### config.mk
export PLATFORM = sky130hd
export DESIGN_NAME = reg_bus_arbiter_flat
export DESIGN_NICKNAME = d
export VERILOG_FILES = /design/src/rtl/reg_bus_arbiter_if.sv /design/src/rtl/reg_bus_arbiter.sv /design/src/flat_wrapper.sv
export SDC_FILE = /design/constraint.sdc
export NUM_CORES = 1
export LEC_CHECK = 0
export BUFFER_PORTS_ARGS = -buffer_cell sky130_fd_sc_hd__buf_2
export CAP_MARGIN = 20
export CORE_ASPECT_RATIO = 1.5
export CORE_MARGIN = 2
export CORE_UTILIZATION = 46
export DETAILED_ROUTE_END_ITERATION = 10
export PLACE_DENSITY = 0.81
export SLEW_MARGIN = 25
export SYNTH_ARGS = -nofsm -noshare
export SYNTH_HDL_FRONTEND = slang
export SYNTH_SLANG_ARGS = --single-unit
### constraint.sdc
create_clock -name clk -period 3.12 [get_ports clk]
set_input_delay 0.936 -clock clk [delete_from_list [all_inputs] [get_ports clk]]
set_output_delay 0.936 -clock clk [all_outputs]
set_load 0.01 [all_outputs]
### src/rtl/reg_bus_arbiter_if.sv
// Register bus arbiter interface.
// Bundles the per-requester handshake (req/dir/addr/wdata in, ack/rdata out)
// together with the single-beat register bus master port. The "master" modport
// is the arbiter's view (it masters the register bus). The "slave" modport is
// the environment's view: the requesters plus the register bus target.
interface reg_bus_arbiter_if #(
    parameter int NUM_MST = 2
);
    logic [NUM_MST-1:0]   m_req;
    logic [NUM_MST-1:0]   m_dir;
    logic [8*NUM_MST-1:0] m_addr;
    logic [8*NUM_MST-1:0] m_wdata;
    logic [NUM_MST-1:0]   m_ack;
    logic [7:0]           m_rdata;
    logic                 busy;
    logic [7:0]           bus_addr;
    logic [7:0]           bus_wdata;
    logic                 bus_direction;
    logic                 bus_enable;
    logic [7:0]           bus_rdata;

    modport master (
        input  m_req, m_dir, m_addr, m_wdata, bus_rdata,
        output m_ack, m_rdata, busy, bus_addr, bus_wdata, bus_direction, bus_enable
    );

    modport slave (
        output m_req, m_dir, m_addr, m_wdata, bus_rdata,
        input  m_ack, m_rdata, busy, bus_addr, bus_wdata, bus_direction, bus_enable
    );
endinterface

### src/rtl/reg_bus_arbiter.sv
// Round-robin arbiter for an 8-bit register bus.
// One single-beat access per grant: IDLE picks a winner, ACCESS drives the
// enable strobe for one cycle, RD_WAIT waits RD_LAT cycles for read data,
// DONE pulses the winner's ack. Address/data/direction stay on the bus from
// ACCESS until the next grant; only the enable strobe drops back.
module reg_bus_arbiter #(
    parameter int NUM_MST = 2,
    parameter int RD_LAT  = 1
) (
    input  logic              clk,
    input  logic              rst_n,
    reg_bus_arbiter_if.master bus_if
);
    localparam int IDX_W = (NUM_MST > 1) ? $clog2(NUM_MST) : 1;
    localparam int CNT_W = 3;
    localparam logic [IDX_W-1:0] LAST_RST = IDX_W'(NUM_MST - 1);
    localparam logic [CNT_W-1:0] CNT_LOAD = CNT_W'(RD_LAT - 1);

    typedef enum logic [1:0] {
        ST_IDLE    = 2'd0,
        ST_ACCESS  = 2'd1,
        ST_RD_WAIT = 2'd2,
        ST_DONE    = 2'd3
    } state_t;

    // First set request bit found searching upward from last+1 (wrapping).
    function automatic logic [IDX_W-1:0] rr_pick(input logic [NUM_MST-1:0] req,
                                                 input logic [IDX_W-1:0]   last);
        logic [IDX_W:0]   sum;
        logic [IDX_W-1:0] cand;
        logic [IDX_W-1:0] pick;
        logic             found;
        pick  = last;
        found = 1'b0;
        for (int k = 1; k <= NUM_MST; k++) begin
            sum = {1'b0, last} + (IDX_W+1)'(k);
            if (sum >= (IDX_W+1)'(NUM_MST)) begin
                sum = sum - (IDX_W+1)'(NUM_MST);
            end else begin
                sum = sum;
            end
            cand = sum[IDX_W-1:0];
            if (req[cand] && !found) begin
                pick  = cand;
                found = 1'b1;
            end else begin
                pick  = pick;
            end
        end
        return pick;
    endfunction

    // One-hot ack vector for a requester index.
    function automatic logic [NUM_MST-1:0] idx_onehot(input logic [IDX_W-1:0] idx);
        logic [NUM_MST-1:0] one;
        one = {{(NUM_MST-1){1'b0}}, 1'b1};
        return one << idx;
    endfunction

    state_t             state_r;
    state_t             state_nxt_s;
    logic [IDX_W-1:0]   last_r;
    logic [IDX_W-1:0]   last_nxt_s;
    logic [IDX_W-1:0]   win_s;
    logic [CNT_W-1:0]   cnt_r;
    logic [CNT_W-1:0]   cnt_nxt_s;
    logic [7:0]         bus_addr_r;
    logic [7:0]         addr_nxt_s;
    logic [7:0]         bus_wdata_r;
    logic [7:0]         wdata_nxt_s;
    logic               bus_dir_r;
    logic               dir_nxt_s;
    logic               bus_en_r;
    logic               en_nxt_s;
    logic [7:0]         m_rdata_r;
    logic [7:0]         rdata_nxt_s;
    logic [NUM_MST-1:0] m_ack_r;
    logic [NUM_MST-1:0] ack_nxt_s;
    logic               busy_r;
    logic               busy_nxt_s;

    assign win_s = rr_pick(bus_if.m_req, last_r);

    // State register.
    always_ff @(posedge clk or negedge rst_n) begin
        if (!rst_n) begin
            state_r <= ST_IDLE;
        end else begin
            state_r <= state_nxt_s;
        end
    end

    // Next-state and next-output logic; every output is registered from these.
    always_comb begin
        state_nxt_s = state_r;
        last_nxt_s  = last_r;
        cnt_nxt_s   = cnt_r;
        addr_nxt_s  = bus_addr_r;
        wdata_nxt_s = bus_wdata_r;
        dir_nxt_s   = bus_dir_r;
        rdata_nxt_s = m_rdata_r;
        case (state_r)
            ST_IDLE: begin
                if (|bus_if.m_req) begin
                    state_nxt_s = ST_ACCESS;
                    last_nxt_s  = win_s;
                    addr_nxt_s  = bus_if.m_addr[{win_s, 3'b000} +: 8];
                    wdata_nxt_s = bus_if.m_wdata[{win_s, 3'b000} +: 8];
                    dir_nxt_s   = bus_if.m_dir[win_s];
                end else begin
                    state_nxt_s = ST_IDLE;
                end
            end
            ST_ACCESS: begin
                if (bus_dir_r) begin
                    state_nxt_s = ST_DONE;
                end else begin
                    state_nxt_s = ST_RD_WAIT;
                    cnt_nxt_s   = CNT_LOAD;
                end
            end
            ST_RD_WAIT: begin
                if (cnt_r == {CNT_W{1'b0}}) begin
                    state_nxt_s = ST_DONE;
                    rdata_nxt_s = bus_if.bus_rdata;
                end else begin
                    cnt_nxt_s   = cnt_r - {{(CNT_W-1){1'b0}}, 1'b1};
                end
            end
            ST_DONE: begin
                state_nxt_s = ST_IDLE;
            end
            default: begin
                state_nxt_s = ST_IDLE;
            end
        endcase

        en_nxt_s   = (state_nxt_s == ST_ACCESS);
        busy_nxt_s = (state_nxt_s != ST_IDLE);
        if (state_nxt_s == ST_DONE) begin
            ack_nxt_s = idx_onehot(last_nxt_s);
        end else begin
            ack_nxt_s = {NUM_MST{1'b0}};
        end
    end

    // Grant pointer, read-wait counter and registered bus/requester outputs.
    always_ff @(posedge clk or negedge rst_n) begin
        if (!rst_n) begin
            last_r      <= LAST_RST;
            cnt_r       <= {CNT_W{1'b0}};
            bus_addr_r  <= 8'h00;
            bus_wdata_r <= 8'h00;
            bus_dir_r   <= 1'b0;
            bus_en_r    <= 1'b0;
            m_rdata_r   <= 8'h00;
            m_ack_r     <= {NUM_MST{1'b0}};
            busy_r      <= 1'b0;
        end else begin
            last_r      <= last_nxt_s;
            cnt_r       <= cnt_nxt_s;
            bus_addr_r  <= addr_nxt_s;
            bus_wdata_r <= wdata_nxt_s;
            bus_dir_r   <= dir_nxt_s;
            bus_en_r    <= en_nxt_s;
            m_rdata_r   <= rdata_nxt_s;
            m_ack_r     <= ack_nxt_s;
            busy_r      <= busy_nxt_s;
        end
    end

    assign bus_if.bus_addr      = bus_addr_r;
    assign bus_if.bus_wdata     = bus_wdata_r;
    assign bus_if.bus_direction = bus_dir_r;
    assign bus_if.bus_enable    = bus_en_r;
    assign bus_if.m_rdata       = m_rdata_r;
    assign bus_if.m_ack         = m_ack_r;
    assign bus_if.busy          = busy_r;
endmodule

### src/flat_wrapper.sv
// flat-port wrapper written by rule: the top's interface ports become plain ports
module reg_bus_arbiter_flat 
#(
    parameter int NUM_MST = 2,
    parameter int RD_LAT  = 1
)
  (clk, rst_n, bus_if_m_req, bus_if_m_dir, bus_if_m_addr, bus_if_m_wdata, bus_if_bus_rdata, bus_if_m_ack, bus_if_m_rdata, bus_if_busy, bus_if_bus_addr, bus_if_bus_wdata, bus_if_bus_direction, bus_if_bus_enable);
  reg_bus_arbiter_if #(.NUM_MST(NUM_MST)) bus_if_i ();
  input  logic clk;
  input  logic rst_n;
  input wire logic [$bits(bus_if_i.m_req)-1:0] bus_if_m_req;
  input wire logic [$bits(bus_if_i.m_dir)-1:0] bus_if_m_dir;
  input wire logic [$bits(bus_if_i.m_addr)-1:0] bus_if_m_addr;
  input wire logic [$bits(bus_if_i.m_wdata)-1:0] bus_if_m_wdata;
  input wire logic [$bits(bus_if_i.bus_rdata)-1:0] bus_if_bus_rdata;
  output wire logic [$bits(bus_if_i.m_ack)-1:0] bus_if_m_ack;
  output wire logic [$bits(bus_if_i.m_rdata)-1:0] bus_if_m_rdata;
  output wire logic [$bits(bus_if_i.busy)-1:0] bus_if_busy;
  output wire logic [$bits(bus_if_i.bus_addr)-1:0] bus_if_bus_addr;
  output wire logic [$bits(bus_if_i.bus_wdata)-1:0] bus_if_bus_wdata;
  output wire logic [$bits(bus_if_i.bus_direction)-1:0] bus_if_bus_direction;
  output wire logic [$bits(bus_if_i.bus_enable)-1:0] bus_if_bus_enable;
  assign bus_if_i.m_req = bus_if_m_req;
  assign bus_if_i.m_dir = bus_if_m_dir;
  assign bus_if_i.m_addr = bus_if_m_addr;
  assign bus_if_i.m_wdata = bus_if_m_wdata;
  assign bus_if_i.bus_rdata = bus_if_bus_rdata;
  assign bus_if_m_ack = bus_if_i.m_ack;
  assign bus_if_m_rdata = bus_if_i.m_rdata;
  assign bus_if_busy = bus_if_i.busy;
  assign bus_if_bus_addr = bus_if_i.bus_addr;
  assign bus_if_bus_wdata = bus_if_i.bus_wdata;
  assign bus_if_bus_direction = bus_if_i.bus_direction;
  assign bus_if_bus_enable = bus_if_i.bus_enable;
  reg_bus_arbiter #(.NUM_MST(NUM_MST), .RD_LAT(RD_LAT)) u_core (.clk(clk), .rst_n(rst_n), .bus_if(bus_if_i));
endmodule
## Word-level counts from Yosys, hierarchy flattened

Index checks and enable logic that the tools add are counted.
Widths: inputs -> output; s select.

- Bits in registers: 35
- Bits in latches: 0
- Memory bits (writable): 0
- Memory bits (read-only): 0
- Output and inout port bits: 29
- Word-level logic and storage cells: 61
- Memories kept: 0

- $add $sub $neg: 5
- Multipliers: 0
- Div/mod/pow operators: 0
- Order comparisons: 5
- Eq/ne operators: 7
- Shifts and indexed selects: 3
- Mux-type cells: 21
- Bitwise operators: 0
- Reductions and logical operators: 10

Operators with widths:

| operator | count |
|---|---|
| $shiftx 16x5->8 | 2 |
| $mux 1 | 15 |
| $pmux 2 s4 | 1 |
| $eq 2x2->1 const B | 3 |
| $lt 1x2->1 const B | 3 |
| $mux 3 | 2 |
| $pmux 3 s2 | 1 |
| $eq 2x1->1 const B | 2 |
| $ge 2x2->1 const B | 2 |
| $mux 2 | 2 |
| $ne 2x2->1 const B | 2 |
| $reduce_and 2->1 | 2 |
| $reduce_bool 2->1 | 2 |
| $logic_not 3->1 | 1 |
| $reduce_and 3->1 | 1 |
| $sub 3x1->3 const B | 1 |
| $add 1x1->2 const B | 1 |
| $add 1x2->2 const B | 1 |
| $logic_not 2->1 | 1 |
| $reduce_or 2->1 | 1 |
| $shl 1x1->2 const A | 1 |
| $sub 1x1->1 const B | 2 |
| $logic_and 1x1->1 | 1 |
| $logic_not 1->1 | 1 |

## Logic depth before layout (Yosys ltp)

- Depth after elaboration: 13
- Gate-level depth with buffers: 7

## Least setup slack after synthesis

No wires, ideal clock.

- Path type: input to register
- From: in bus_if_m_req[1]
- To: reg u_core.bus_addr_r[5], in the netlist u_core.bus_if.bus_addr[5]
- Setup time: 130 ps
- Data arrival time: 1548 ps
- Required time: 2990 ps
- Path slack: 1442 ps
- Stages: 5
- Buffers on the path: 2
- Cell sequence: or2_1 -> buf_6 -> buf_12 -> nand3_2 -> a31oi_1

- Cells in the longest elaborated chain, start to end: 7
- Elaborated cells between the ends (all ways): 12

Ends and longest elaborated chain:

| what | line | RTL |
|---|---|---|
| start: declaration | flat_wrapper.sv:11 | `input wire logic [$bits(bus_if_i.m_req)-1:0] bus_if_m_req;` |
| $mux 1 (not written as such) (2 in series) | reg_bus_arbiter.sv:43 | `if (req[cand] && !found) begin` |
| $mux 1 | reg_bus_arbiter.sv:43 |  |
| $logic_not 1->1 | reg_bus_arbiter.sv:43 |  |
| $logic_and 1x1->1 | reg_bus_arbiter.sv:43 |  |
| $mux 1 | reg_bus_arbiter.sv:43 |  |
| $shiftx 16x5->8 | reg_bus_arbiter.sv:107 | `addr_nxt_s = bus_if.m_addr[{win_s, 3'b000} +: 8];` |
| end signal: assignment | reg_bus_arbiter.sv:162 | `bus_addr_r <= addr_nxt_s;` |
| end: declaration | reg_bus_arbiter.sv:67 | `logic [7:0] bus_addr_r;` |

Parallel ways exist; a longest one is shown, timed or not. The select of a mux whose other input is x is not followed.
A chain may end at the register's enable or synchronous reset.

## Worst setup path after layout

- From: reg u_core.state_r[0]
- To: reg u_core.m_ack_r[1], in the netlist u_core.bus_if.m_ack[1]

- Cells in the longest elaborated chain, start to end: 4
- Elaborated cells between the ends (all ways): 10

Ends and longest elaborated chain:

| what | line | RTL |
|---|---|---|
| start: declaration | reg_bus_arbiter.sv:60 | `state_t state_r;` |
| start signal: assignment | reg_bus_arbiter.sv:89 | `state_r <= state_nxt_s;` |
| $eq 2x2->1 (tied with other cells) | reg_bus_arbiter.sv:102 | `case (state_r)` |
| $pmux 2 s4 * | reg_bus_arbiter.sv:102 |  |
| net u_core.state_nxt_s[0] | reg_bus_arbiter.sv:61 | `state_t state_nxt_s;` |
| $eq 2x2->1 * | reg_bus_arbiter.sv:140 | `if (state_nxt_s == ST_DONE) begin` |
| $mux 2 * | reg_bus_arbiter.sv:140 |  |
| net u_core.ack_nxt_s[1] | reg_bus_arbiter.sv:78 | `logic [NUM_MST-1:0] ack_nxt_s;` |
| end signal: assignment | reg_bus_arbiter.sv:157 | `m_ack_r <= {NUM_MST{1'b0}};` |
| end signal: assignment | reg_bus_arbiter.sv:167 | `m_ack_r <= ack_nxt_s;` |
| end: declaration | reg_bus_arbiter.sv:77 | `logic [NUM_MST-1:0] m_ack_r;` |

The timed path passes the listed nets; every way through them passes the cells marked *.

==> impl_results.md <==
- Outcome: completed
- Worst hold path class: flip-flop to flip-flop
- Mean post-synth cell area: 11.18 um2
- Psw: 0.8396 mW
- CP top delay family: simple AND/OR/NAND/NOR gates
- Avg WL per Cell: 13.64 um
- Final period util: 64.22%
- Post-Syn Instances: 158
- Sequential share of the synthesized area: 49.65%
- Layout cells sized above 1: 45.22%
- Synth Net Count: 210
- Period minus WS final: 2.004 ns
- WHS: 0.5049 ns
- Fmax achieved: 499.1 MHz
- Critical path launch point type: flip-flop
- Endpoint type of the worst setup path: flip-flop
- First-pass GRT wire length: 6065 um
- DR vias: 1438
- P_int: 1.384 mW
- Post-Layout Cell Count: 273
- Reg2reg end: u_core.bus_if.m_ack[1]
- Sequential cell area: 877.1 um2
- FF+latch count, synth: 35
- Post-synth EDFFs: 0
- Count of pins over their slew limit: 0
- Setup Crit Path Kind: flip-flop to flip-flop
- WP buf/inv: 1
- Port Buffer Count: 74
- Slowest stage delay, CP: 0.53 ns
- CTS Root Cell: clkbuf_8
- Peak VDD IR: 0.6378 mV
- Count of cell types in the netlist: 32
- Seq pwr share: 36.0%
- Hold_sp: u_core.bus_if.m_rdata[3]
- Sw frac: 37.77%
- Final RePlAce weighted congestion: 0.7078
- Pre-antenna DRT Iters: 4
- Cells along the critical path: inv_1, ha_1, nand3b_1, a32oi_2, and3_1
- Final Hold Viols: 0
- Power per cell area: 1019 mW/mm2
- Post-CTS resize count: 0
- Top fanout value on the critical path: 11
- Hold_buf cts: 0
- Area of the multi-input gates: 754.5 um2
- Number of global-route vias before repair: 1389
- Combinational fraction of design power: 48.4%
- Dpl ws: 0.9815 ns
- Die X: 54.60 um
- H-tree levels: 2
- Hold EP: u_core.bus_if.m_rdata[3]
- Area growth from synthesis to layout: 23.51%
- CTS tree: built
- Clock latency on the worst-skew pair: 0.27 ns
- Post-DP Area: 0.002082 mm2
- Max clock buf depth: 2
- Synth async-reset ratio: 100.0%
- Post-CTS setup buffers: 0
- RR Startpoint: u_core.state_r[0]
- Hold path depth: 1
- Total routed wirelength: 3725 um
- Post-Syn Area: 0.001767 mm2
- Post-Place Cells: 265
- Relative slew slack: 48.61%
- Pleak: 1.090 nW
- GR Overflow Total: 0
- Worst Reg-to-Reg Cells: 5
- R2R setup slack: 1.12 ns
- I/O Pins: 75
- Post-DRT Antenna Nets: 0
- Power share of the clock group: 15.6%
- Clk pin slew, worst setup/hold paths: 0.07 ns
- Post-synth top flop: dfrtp_1
- Pin slew with the least headroom to its limit: 0.7709 ns
- Fillcell total: 333
- Final instance area: 0.002182 mm2
- Total Routing Usage GR: 19.04%
- Setup Skew: 0.004884 ns
- Data arrival, critical path: 2.22 ns
- Yosys warns: 0
- Detailed-placement wirelength estimate: 2790 um
- Largest net degree at the start of global routing: 36
- Max-cap violations: 0
- TritonCTS Buffers: 5
- Initial drt markers: 17
- Starting density of the core: 47.98%
- Clk sinks: 35
- Core area: 0.003682 mm2
- Critical path data required time: 3.34 ns
- Slowest-stage cell, CP: nand3b_1
- Remaining DRCs: 0
- Initial antenna violation count: 0
- Row count: 27
- Final Net Count: 281
- Die area: 0.004363 mm2
- Final Setup Violations: 0
- RSZ-0062 raised after global routing: false
- N_diodes: 0
- TNS Setup: 0 ns
- DIE HEIGHT: 79.90 um
- Min setup slack post-route: 1.116 ns
- Via density: 5.267
==> per-stage QoR <==
step                      total power [mW]  utilization [%]
final                                2.223            59.26
after global routing                 2.416            59.26
after CTS                            2.257            59.26
after detailed placement             1.897            56.54
after global placement               1.860            56.54
after floorplan                      1.621                -
==> cells in the final DEF, fill, tap and decap left out <==
cell      Yosys  final
a22o_1        1      1
nor2b_1       2      2
nand3_2      10     10
or2_1         2      2
nor2_1       19     19
and2_1        1      1
a31o_1        1      1
a32oi_2       1      1
mux2i_1       1      1
o21ai_0       4      4
mux2_4        8      8
clkbuf_8      0      7
o211a_1       1      1
a31oi_1      17     17
ha_1          6      6
nand2_1       2      2
nor2_2        1      1
inv_1         5      5
clkbuf_1      0      1
a21oi_1       2      2
o21a_1        1      1
dfstp_2       1      1
a31o_2        1      1
nand3b_1      1      1
buf_2         2     74
buf_4         3      1
nand3_1       8      8
o22ai_1       1      1
and3_1        2      2
dfrtp_1      34     34
o21ai_1      14     14
==> cell type report <==
| cell class | instances | area share, % |
|---|---|---|
| flip-flops and latches | 35 | 40.19 |
| multi-input cells | 107 | 34.58 |
| repair buffers | 75 | 17.32 |
| clock buffers | 8 | 4.587 |
| well taps | 43 | 2.466 |
| inverters | 5 | 0.8601 |
==> kinds of logic after synthesis <==
family / after synthesis / share of synthesized area (%)
AOI/OAI and AO/OA: 44 / 15.44
muxes: 9 / 7.366
DFF: 35 / 49.65
and+or+nand+nor: 48 / 15.65
adders and majority gates: 6 / 4.249
buffers and inverters: 16 / 7.649
==> synthesized netlist by cell type (2+ instances only) <==
cell type  count  share of area [%]
buf_2          2               0.57
ha_1           6                4.2
and3_1         2               0.71
o21ai_1       14                4.0
nand2_1        2               0.43
buf_4          3                1.3
nor2_1        19                4.0
o21ai_0        4                1.1
inv_1          5                1.1
nand3_1        8                2.3
nor2b_1        2               0.71
dfrtp_1       34                 48
buf_8          2                1.7
a21oi_1        2               0.57
a31oi_1       17                6.0
nand3_2       10                5.7
mux2_4         8                6.8
buf_6          3                1.9
or2_1          2               0.71
==> registers in the layout, summed over array words and instances, names as in the netlist <==
register and count:
u_core.cnt_r 3, u_core.last_r 1, u_core.bus_if.bus_enable 1, u_core.bus_if.busy 1, u_core.bus_if.m_rdata 8, u_core.bus_if.bus_direction 1, u_core.bus_if.bus_addr 8, u_core.state_r 2
u_core.bus_if.bus_wdata 8, u_core.bus_if.m_ack 2
==> routing by layer <==
layer / track usage, % / routed length (um) / up-vias
met2: 31.31 / 1909 / 77
met5: 0 / 0 / -
met4: 7.000 / 37 / 0
met1: 21.26 / 1417 / 649
met3: 7.678 / 361 / 6
li1: - / - / 706
==> worst register-to-register path, delay by kind of cell, from the launching register on <==
family,cells,cell delay [ns]
and+or+nand+nor,2,0.72
AOI/OAI and AO/OA,1,0.46
DFF,1,0.39
adders and majority gates,1,0.26
buffers and inverters,1,0.11
==> worst max path at each step <==
stage,from,end,cells after the start
after global routing,u_core.state_r[0],u_core.bus_if.m_ack[0],5
after detailed placement,bus_if_m_req[1],u_core.bus_if.bus_wdata[1],4
after CTS,u_core.state_r[0],u_core.bus_if.m_ack[0],5
final,u_core.state_r[0],u_core.bus_if.m_ack[1],5
after global placement,bus_if_m_req[1],u_core.bus_if.bus_addr[2],4
after floorplan,bus_if_m_req[1],u_core.bus_if.bus_addr[5],5
==> power groups by stage <==
stage | Clock, mW | Sequential, mW | Combinational [mW]
after global routing | 0.380 | 0.830 | 1.21
final | 0.347 | 0.801 | 1.08
after detailed placement | 0 | 0.808 | 1.09
after floorplan | 0 | 0.885 | 0.737
after CTS | 0.364 | 0.802 | 1.09
after global placement | 0 | 0.797 | 1.06
(Power assumes the default switching activity.)
